**config.mk**
```make
export PLATFORM = sky130hd
export DESIGN_NAME = leg4_runctl
export DESIGN_NICKNAME = d
export VERILOG_FILES = /design/src/rtl/leg4_runctl.sv
export SDC_FILE = /design/constraint.sdc
export NUM_CORES = 1
export LEC_CHECK = 0
export ABC_AREA = 1
export CAP_MARGIN = 25
export CORE_ASPECT_RATIO = 1.4
export CORE_UTILIZATION = 45
export CTS_BUF_LIST = sky130_fd_sc_hd__clkbuf_4
export CTS_CLUSTER_SIZE = 20
export DETAILED_ROUTE_END_ITERATION = 8
export PLACE_DENSITY = 0.79
export SYNTH_ARGS = -nofsm -noshare
export SYNTH_HDL_FRONTEND = slang
export SYNTH_SLANG_ARGS = --single-unit
export TNS_END_PERCENT = 5
```
**constraint.sdc**
```tcl
create_clock -name clk -period 1.4 [get_ports clk]
set_input_delay 0.28 -clock clk [delete_from_list [all_inputs] [get_ports clk]]
set_output_delay 0.28 -clock clk [all_outputs]
set_load 0.005 [all_outputs]
```
**src/rtl/leg4_runctl.sv**
```systemverilog
// leg4 run controller: manual step, tick-paced free run and a PC breakpoint.
// Issues a one-cycle cpu_en per advance and counts executed instructions.
module leg4_runctl #(
   parameter int CNT_W = 16
) (
   input  logic             clk,
   input  logic             rst,
   input  logic [1:0]       mode,
   input  logic             tick_slow,
   input  logic             tick_mid,
   input  logic             tick_fast,
   input  logic             run_en,
   input  logic             step_key,
   input  logic             bp_en,
   input  logic [3:0]       bp_addr,
   input  logic [3:0]       pc,
   input  logic             clr_cnt,
   output logic             cpu_en,
   output logic [1:0]       state,
   output logic             brk_hit,
   output logic [CNT_W-1:0] cycles,
   output logic             cyc_ovf
);

   typedef enum logic [1:0] {
      S_IDLE = 2'd0,
      S_RUN  = 2'd1,
      S_STEP = 2'd2,
      S_BRK  = 2'd3
   } state_t;

   state_t st_q, st_n;
   logic   cpu_en_n;
   logic   brk_n;
   logic   armed_q, armed_n;
   logic   step_q;
   logic   step_edge;
   logic   tick;
   logic   run_ok;

   assign step_edge = step_key & ~step_q;
   assign run_ok    = run_en & (mode != 2'd0);
   assign state     = st_q;

   always_comb begin
      tick = 1'b0;
      unique case (mode)
         2'd0: tick = 1'b0;
         2'd1: tick = tick_slow;
         2'd2: tick = tick_mid;
         2'd3: tick = tick_fast;
      endcase
   end

   always_comb begin
      st_n     = st_q;
      cpu_en_n = 1'b0;
      brk_n    = brk_hit;
      armed_n  = armed_q;
      unique case (st_q)
         S_IDLE: begin
            if (step_edge) begin
               st_n     = S_STEP;
               cpu_en_n = 1'b1;
            end else if (run_ok) begin
               st_n    = S_RUN;
               armed_n = 1'b0;
            end
         end
         S_STEP: st_n = S_IDLE;
         S_RUN: begin
            if (!run_ok) begin
               st_n = S_IDLE;
            end else if (tick) begin
               // armed stops a run resumed at the breakpoint from halting at once
               if (bp_en && armed_q && (pc == bp_addr)) begin
                  st_n  = S_BRK;
                  brk_n = 1'b1;
               end else begin
                  cpu_en_n = 1'b1;
                  armed_n  = 1'b1;
               end
            end
         end
         S_BRK: begin
            if (step_edge) begin
               st_n     = S_STEP;
               cpu_en_n = 1'b1;
               brk_n    = 1'b0;
            end else if (!run_en) begin
               st_n  = S_IDLE;
               brk_n = 1'b0;
            end
         end
      endcase
   end

   always_ff @(posedge clk) begin
      if (rst) begin
         st_q    <= S_IDLE;
         cpu_en  <= 1'b0;
         brk_hit <= 1'b0;
         armed_q <= 1'b0;
         step_q  <= 1'b1;
      end else begin
         st_q    <= st_n;
         cpu_en  <= cpu_en_n;
         brk_hit <= brk_n;
         armed_q <= armed_n;
         step_q  <= step_key;
      end
   end

   always_ff @(posedge clk) begin
      if (rst || clr_cnt) begin
         cycles  <= '0;
         cyc_ovf <= 1'b0;
      end else if (cpu_en) begin
         if (&cycles) cyc_ovf <= 1'b1;
         else cycles <= cycles + 1'b1;
      end
   end

endmodule
```
==> impl_metrics.toml, run 1 <==
[run_status]
status = "finished with violations"
violations = "negative setup slack"

[routing]
first_pass_iters = 4
ant_nets = 0
post-route-drc-count = 0
vias_per_cell = 4.952
vias = 1639
drt_wl_total_mm = 3.698
wl_per_cell_um = 11.17
drt_iter0_markers = 59

[placed_design]
dp.cells = 327
gp_congestion = 0.8605
post-dp-hpwl_mm = 2.711
portBuffers = 39

[yosys]
synth-edff-count = 0
synth_top_area_cell = "dfxtp_1"
yosysWarnings = 0
syn_nets = 253
seq_area_frac_synth_pct = 31.64
synth_top_family_by_area = "simple AND/OR/NAND/NOR gates"
synth_common_cells = "nand2_1, inv_1, nor2_1, dfxtp_1, nand3_1"
synth_compound_area_share_pct = 10.83
synth-simple-area-share_pct = 39.38
yosysMostFrequentCell = "nand2_1"
netlist_area_mm2 = 0.001455
syn_inst = 229
synthTopCellsByArea = "dfxtp_1, nand2_1, inv_1"
synth-xor-area-share_pct = 2.408
ys.flop_type = "dfxtp_1"
synth_top_area_share_pct = 31.64
avgSynthCellArea_um2 = 6.354
synth_fa_ha_area_share_pct = 4.299
async_flop_share_pct = 0
synth_mux_area_share_pct = 0
synth_seq_cells = 23
synth.distinct_cells = 25

[critical_path]
path_max_fanout = 6
path_buf_inv = 1
timing.rr.end = "cycles[3]$_SDFFE_PP0P_"
r2r_cells = 10
slowest_delay_ns = 0.51
r2r_start = "cycles[0]$_SDFFE_PP0P_"
reg2reg_slack_ns = -0.04
cp_cell_sequence = "clkdlybuf4s50_1"
worst_ep_arrival_time_ns = 1.22
cp_slowest_cell = "clkdlybuf4s50_1"
critPathCaptureType = "output port"
crit_type = "reg2out"
cp-start-kind = "register"
cp_top_family = "buffers and inverters"
required_ns = 1.12

[clock_tree]
clk_latency_ns = 0.30
postCtsSetupBuffers = 0
cts_buffers = 3
clk_path_buf_depth = 2
ctsHoldBuffers = 0
clockRootBuffer = "clkbuf_4"
cts.sinks = 23
cts_tree = "done"
clk_pin_slew_ns = 0.12
h-tree-depth = 1

[floorplan]
ioPinCount = 40
die_h_um = 69.29
die_w_um = 50.06
floorplan.die_area_mm2 = 0.003468
num_rows = 24
core_area_mm2 = 0.003093
start_util_pct = 47.05

[sta]
fmax_mhz = 668.2
setup_viol = 6
setup_ws_ns = -0.09651
relSlewSlack_pct = 73.25
hold_viol_final = 0
worst_pin_slew_ns = 0.3971
period_minus_slack_ns = 1.497
period_share_pct = 106.9
clock_skew_ns = 0.001431
grt_setup_unrepaired = "true"
tns_ns = -0.1922
finalMaxSlewViolations = 0

[layout]
syn_to_final_growth_pct = 49.70
layout.cells.non_filler = 331
seqCellArea_um2 = 491.7
diodes = 0
drive_above_1_share_pct = 25.68
fin_nets = 317
multiInputGateArea_um2 = 930.9
fin_util_pct = 70.43
fillerInstances = 269

[grt]
grt_pass1_wl_mm = 6.182
grt_util_all_layers_pct = 22.11
grt-ovfl-total = 0
grt_max_degree = 18
first_global_vias = 1531
antenna_found_initial = 0

[pwr]
ir_drop_mv = 0.6214
powerDensity_mw_per_mm2 = 593.8
p_leak_nw = 0.9797
p_clk_share_pct = 24.9
swShare_pct = 26.86
seqPwrFrac_pct = 52.7
intPower_mw = 0.9461
p_switching_mw = 0.3474
p_comb_share_pct = 22.4
p_total_mw = 1.293

[hold_path]
min_to = "cyc_ovf$_SDFFE_PP0P_"
hp-class = "reg2reg"
min_path_cells = 2
hp-start = "cyc_ovf$_SDFFE_PP0P_"

[job]
max_cap_viol_count = 0
-- registers in the layout, summed over array words and instances, names as in the netlist --
| signal | flops |
|---|---|
| cycles | 16 |
| step_q | 1 |
| brk_hit | 1 |
| armed_q | 1 |
| state | 2 |
| cpu_en | 1 |
| cyc_ovf | 1 |
-- metal layers --
layer,track usage [%],up-vias,share of wire [%]
met5,0,-,0
met3,2.193,10,3.2
met2,40.89,41,54
met4,9.524,0,2.0
met1,24.42,741,41
li1,-,847,-
-- how the worst max path moves through the flow --
stage,startpoint,end,slack [ns],cells past startpoint
2_1_floorplan,cycles[1]$_SDFFE_PP0P_,cycles[6]$_SDFFE_PP0P_,0.003,10
3_3_place_gp,mode[0],state[1]$_SDFFE_PP0P_,-0.26,8
3_5_place_dp,mode[0],state[1]$_SDFFE_PP0P_,-0.29,8
4_1_cts,cycles[11]$_SDFFE_PP0P_,cycles[11],-0.10,1
5_1_grt,cycles[0]$_SDFFE_PP0P_,cycles[5]$_SDFFE_PP0P_,-0.15,10
6_report,cycles[11]$_SDFFE_PP0P_,cycles[11],-0.1,1
-- repair_timing --
item	in CTS	in global routing
resized for setup	48	19
gates cloned	0	0
pin swaps	2	7
endpoints found under the setup margin	38	22
-- kinds of logic after synthesis --
group,count (synthesis)
XOR/XNOR,4
buffers and inverters,40
AND/OR/NAND/NOR,127
flip-flops,23
adder cells (fa/ha/maj),5
AO/OA/AOI/OAI,30
-- cells in the final DEF, fill, tap and decap left out, drive strengths merged --
master | Yosys | final
xor2 | 1 | 1
inv | 39 | 39
nor3 | 8 | 8
o21a | 1 | 1
o22ai | 1 | 1
dlygate4sd2 | 0 | 20
nand3 | 18 | 18
a21oi | 16 | 16
clkdlybuf4s50 | 0 | 19
nor2 | 39 | 39
o21ai | 12 | 12
clkbuf | 0 | 4
dfxtp | 23 | 23
ha | 5 | 5
and2 | 1 | 1
xnor2 | 3 | 3
nand4 | 2 | 2
nand3b | 1 | 1
buf | 1 | 21
nand2 | 58 | 58
-- metrics by stage --
stage	hold slack (ns)	cell area [µm²]	setup slack, ns
4_1_cts	0.4556	2117	-0.1029
6_report	0.4552	2178	-0.09651
3_3_place_gp	0.4398	2049	-0.2552
2_1_floorplan	0.3491	1473	0.003295
5_1_grt	0.4861	2178	-0.1470
3_5_place_dp	0.4422	2049	-0.2940
-- power groups by stage --
stage          logic (mW)  registers (mW)  clock network, mW
4_1_cts             0.285           0.682              0.335
5_1_grt             0.321           0.685              0.359
3_3_place_gp        0.285           0.694                  0
2_1_floorplan       0.141           0.696                  0
6_report            0.289           0.682              0.322
3_5_place_dp        0.288           0.695                  0
-- area by class of cell --
cell class	count	area share, %
multi-input cells	166	42.73
repair buffers	60	24.35
flip-flops and latches	23	22.57
inverters	39	6.720
well taps	39	2.240
clock buffers	4	1.379
No activity file was read; power rests on OpenSTA's default activity.
==> run 2: changes to the inputs <==
- CORE_MARGIN: default -> 8
- HOLD_SLACK_MARGIN: default -> 0.12
- PLACE_DENSITY: 0.79 -> 0.83
==> impl_metrics.toml, run 2 (synthesized netlist as in run 1, its figures left out) <==
[run_status]
status = "finished with violations"
violations = "negative setup slack"

[pwr]
ir_drop_mv = 0.6546
p_total_mw = 1.325
p_leak_nw = 1.001
powerDensity_mw_per_mm2 = 598.3

[grt]
grt_util_all_layers_pct = 14.25
first_global_vias = 1545
grt_max_degree = 18
grt-ovfl-total = 0
grt_pass1_wl_mm = 6.479
antenna_found_initial = 0

[routing]
route.top_layer_used = "met4"
wl_met3_um = 241
wl_met2_mm = 2.312
first_pass_iters = 4
ant_nets = 0
vias_per_cell = 4.916
drt_iter0_markers = 94
post-route-drc-count = 0
wl_per_cell_um = 12.63
drt_wl_total_mm = 4.193
wl_met1_mm = 1.591
vias = 1632

[clock_tree]
h-tree-depth = 1
clockRootBuffer = "clkbuf_4"
cts_buffers = 3
clk_latency_ns = 0.31
clk_path_buf_depth = 2
clk_pin_slew_ns = 0.13
ctsHoldBuffers = 0
cts.sinks = 23
cts_tree = "done"

[placed_design]
post-dp-hpwl_mm = 3.111
dp.cells = 326
gp_congestion = 0.8911
portBuffers = 39

[layout]
final_cell_mix = "nand2_1, inv_1, nor2_1"
fillerInstances = 271
fin_nets = 318
final_common_cell = "nand2_1"
syn_to_final_growth_pct = 52.19
largest-register = "cycles"
seqCellArea_um2 = 496.7
layout.cells.non_filler = 332
diodes = 0
multiInputGateArea_um2 = 949.7
drive_above_1_share_pct = 29.01
largest_reg_flops = 16
fin_util_pct = 71.60

[critical_path]
cp-start-kind = "register"
reg2reg_slack_ns = -0.02
path_max_fanout = 17
r2r_cells = 10
critPathCaptureType = "register"
worst_ep_arrival_time_ns = 1.63
r2r_start = "cycles[0]$_SDFFE_PP0P_"
required_ns = 1.62
crit_type = "reg2reg"
timing.rr.end = "cycles[3]$_SDFFE_PP0P_"

[floorplan]
start_util_pct = 47.05
num_rows = 24
die_h_um = 83.29
floorplan.die_area_mm2 = 0.005335
die_w_um = 64.06
core_area_mm2 = 0.003093
ioPinCount = 40

[sta]
grt_setup_unrepaired = "true"
clock_skew_ns = 0.006843
worst_pin_slew_ns = 0.3506
fmax_mhz = 705.4
relSlewSlack_pct = 76.47
period_minus_slack_ns = 1.418
period_share_pct = 101.3
setup_viol = 5
setup_ws_ns = -0.01769
finalMaxSlewViolations = 0
hold_viol_final = 0

[hold_path]
hp-class = "reg2reg"
min_path_cells = 2
min_to = "cyc_ovf$_SDFFE_PP0P_"
hp-start = "cyc_ovf$_SDFFE_PP0P_"

[job]
max_cap_viol_count = 0
run 2: report_power, final:
part           internal (mW)  switching (mW)
clock                  0.130           0.202
sequential             0.666          0.0159
combinational          0.154           0.157
run 2: critical path, stage by stage (launching register included):
cell and delay (ns):
dfxtp_4 0.38, ha_4 0.14, nand2_4 0.06, nor2_4 0.10, inv_2 0.06, nor2_4 0.12
nand3_4 0.11, nand2_8 0.15, o21ai_0 0.10, nand2_1 0.07, nor2_1 0.04
run 2: final cells by class:
cell class                 instances  area share (%)
clock buffer                       4           1.356
timing repair buffer              61           24.52
tap                               39           2.203
inverter                          39           6.610
multi-input combinational        166           42.88
sequential                        23           22.43
run 2: routing by layer:
| layer | up-vias | global-route usage [%] |
|---|---|---|
| met4 | 0 | 3.462 |
| met3 | 6 | 4.032 |
| met1 | 743 | 13.70 |
| met2 | 36 | 27.96 |
| li1 | 847 | - |
| met5 | - | 0 |
run 2: repair_timing:
action                     in CTS  in global routing
cloned                          0                  0
resized for setup              51                 26
pin swaps                       2                  9
setup buffers                   0                  2
setup endpoints to repair      39                 23
run 2: worst max-delay path by stage:
stage          slack [ns]              startpoint  cells after the start                       to
2_1_floorplan       0.003  cycles[1]$_SDFFE_PP0P_                     10   cycles[6]$_SDFFE_PP0P_
3_3_place_gp        -0.28                 mode[1]                      8    state[1]$_SDFFE_PP0P_
3_5_place_dp        -0.31                 mode[1]                      8    state[1]$_SDFFE_PP0P_
4_1_cts            0.0002  cycles[0]$_SDFFE_PP0P_                      7     cyc_ovf$_SDFFE_PP0P_
5_1_grt              -0.1  cycles[0]$_SDFFE_PP0P_                     10  cycles[10]$_SDFFE_PP0P_
6_report            -0.02  cycles[0]$_SDFFE_PP0P_                     10   cycles[3]$_SDFFE_PP0P_
run 2: stage by stage:
| stage | setup slack, ns | cell area [µm²] | hold slack [ns] | TNS, ns |
|---|---|---|---|---|
| global placement | -0.2757 | 2054 | 0.4409 | -1.409 |
| detailed placement | -0.3096 | 2054 | 0.4614 | -1.959 |
| finish | -0.01769 | 2215 | 0.4682 | -0.02531 |
| floorplan | 0.003295 | 1473 | 0.3491 | 0 |
| CTS | 0.0002116 | 2126 | 0.4687 | 0 |
| global route | -0.09537 | 2215 | 0.4831 | -0.9082 |
==> run 3: changes to the inputs <==
- CTS_CLUSTER_DIAMETER: default -> 120
- REMOVE_ABC_BUFFERS: default -> 1
==> impl_metrics.toml, run 3 (synthesized netlist as in run 1, its figures left out) <==
[clock_tree]
clk_pin_slew_ns = 0.13
ctsHoldBuffers = 0
h-tree-depth = 1
clockRootBuffer = "clkbuf_4"
cts.sinks = 23
clk_path_buf_depth = 2
clk_latency_ns = 0.32
cts_tree = "done"
cts_buffers = 3

[sta]
period_minus_slack_ns = 1.412
worst_pin_slew_ns = 0.4542
clock_skew_ns = 0.001837
relSlewSlack_pct = 69.40
grt_setup_unrepaired = "true"
setup_viol = 6
finalMaxSlewViolations = 0
fmax_mhz = 708.1
setup_ws_ns = -0.01225
period_share_pct = 100.9
hold_viol_final = 0

[critical_path]
worst_ep_arrival_time_ns = 1.63
cp_slowest_cell = "dfxtp_2"
crit_cells = 10
r2r_start = "cycles[0]$_SDFFE_PP0P_"
cp-start-kind = "register"
timing.rr.end = "cycles[3]$_SDFFE_PP0P_"
startpoint = "cycles[0]$_SDFFE_PP0P_"
reg2reg_slack_ns = -0.01
slowest_delay_ns = 0.35
cp_cell_sequence = "ha_2, nand2_2, nor2_4, inv_2, nor2_4, nand3_4, nand2_8, o21ai_0, nand2_1, nor2_1"
endpoint = "cycles[3]$_SDFFE_PP0P_"
path_max_fanout = 17
cp_common_cell = "nor2_4"
critPathCaptureType = "register"
cp_top_family = "simple AND/OR/NAND/NOR gates"
required_ns = 1.62
r2r_cells = 10
crit_type = "reg2reg"
path_buf_inv = 1

[job]
max_cap_viol_count = 0

[placed_design]
post-dp-hpwl_mm = 3.095
portBuffers = 39
gp_congestion = 0.9160

[routing]
wl_met2_mm = 2.252
drt_wl_total_mm = 4.039
ant_nets = 0
first_pass_iters = 4
wl_per_cell_um = 11.99
wl_met1_mm = 1.540
drt_iter0_markers = 86
vias_per_cell = 4.944
route.top_layer_used = "met4"
vias = 1666
post-route-drc-count = 0
wl_met3_um = 180

[grt]
grt_max_degree = 18
antenna_found_initial = 0
grt_pass1_wl_mm = 6.624
grt-ovfl-total = 0
grt_util_all_layers_pct = 14.60
first_global_vias = 1609

[layout]
final_common_cell = "nand2_1"
final_cell_mix = "nand2_1, inv_1, nor2_1"
drive_above_1_share_pct = 28.52
diodes = 0
syn_to_final_growth_pct = 51.50
fin_nets = 323
fin_util_pct = 71.28
largest-register = "cycles"
largest_reg_flops = 16

[pwr]
p_leak_nw = 1.013
ir_drop_mv = 0.4744
p_total_mw = 1.329
powerDensity_mw_per_mm2 = 602.6

[hold_path]
hp-class = "reg2reg"

[floorplan]
start_util_pct = 47.05
die_w_um = 64.06
core_area_mm2 = 0.003093
floorplan.die_area_mm2 = 0.005335
ioPinCount = 40
num_rows = 24
die_h_um = 83.29

[run_status]
status = "finished with violations"
violations = "negative setup slack"
-- run 3: worst min-delay path, cell delays in order (launching register included) --
cell	delay (ns)
dfxtp_2	0.34
inv_1	0.04
a21oi_1	0.05
-- run 3: layout make-up --
type	instances	area, µm²
Multi-Input combinational cell	166	917.1
Sequential cell	23	491.7
Fill cell	263	888.4
Inverter	39	146.4
Timing Repair Buffer	66	570.5
Tap cell	39	48.80
Clock buffer	4	30.03
-- run 3: through the flow --
stage	TNS [ns]	hold slack (ns)	std cells	worst slack, ns	instance area [µm²]
global placement	-1.456	0.4438	330	-0.2539	2054
global route	-1.644	0.4823	337	-0.1201	2205
CTS	-0.1214	0.4553	336	-0.1119	2142
floorplan	-0.1196	0.3491	228	-0.02598	1435
detailed placement	-2.005	0.4421	330	-0.2968	2054
finish	-0.04097	0.4528	337	-0.01225	2205
-- run 3: power by group --
group | internal (mW) | switching (mW) | total (mW) | leakage [nW]
logic | 0.155 | 0.156 | 0.311 | 0.797
clock network | 0.131 | 0.209 | 0.340 | 0.0184
registers | 0.667 | 0.0110 | 0.678 | 0.197
total | 0.953 | 0.375 | 1.33 | 1.01
-- run 3: repair_timing --
| action | in CTS | in global routing |
|---|---|---|
| pin swaps | 2 | 8 |
| setup buffers | 2 | 1 |
| resized for setup | 52 | 17 |
| endpoints found under the setup margin | 39 | 22 |
-- run 3: layer usage --
| metal | track usage (%) | up-vias |
|---|---|---|
| met1 | 14.17 | 765 |
| li1 | - | 862 |
| met3 | 3.360 | 7 |
| met4 | 6.110 | 0 |
| met5 | 0 | - |
| met2 | 27.86 | 32 |
-- run 3: worst min path at each step --
stage | start | endpoint | slack [ns] | cells past startpoint
after global routing | cyc_ovf$_SDFFE_PP0P_ | cyc_ovf$_SDFFE_PP0P_ | 0.48 | 2
after detailed placement | cyc_ovf$_SDFFE_PP0P_ | cyc_ovf$_SDFFE_PP0P_ | 0.44 | 2
after global placement | cyc_ovf$_SDFFE_PP0P_ | cyc_ovf$_SDFFE_PP0P_ | 0.44 | 2
final | cyc_ovf$_SDFFE_PP0P_ | cyc_ovf$_SDFFE_PP0P_ | 0.45 | 2
after floorplan | rst | armed_q$_SDFFE_PP0P_ | 0.35 | 1
after CTS | cyc_ovf$_SDFFE_PP0P_ | cyc_ovf$_SDFFE_PP0P_ | 0.46 | 2
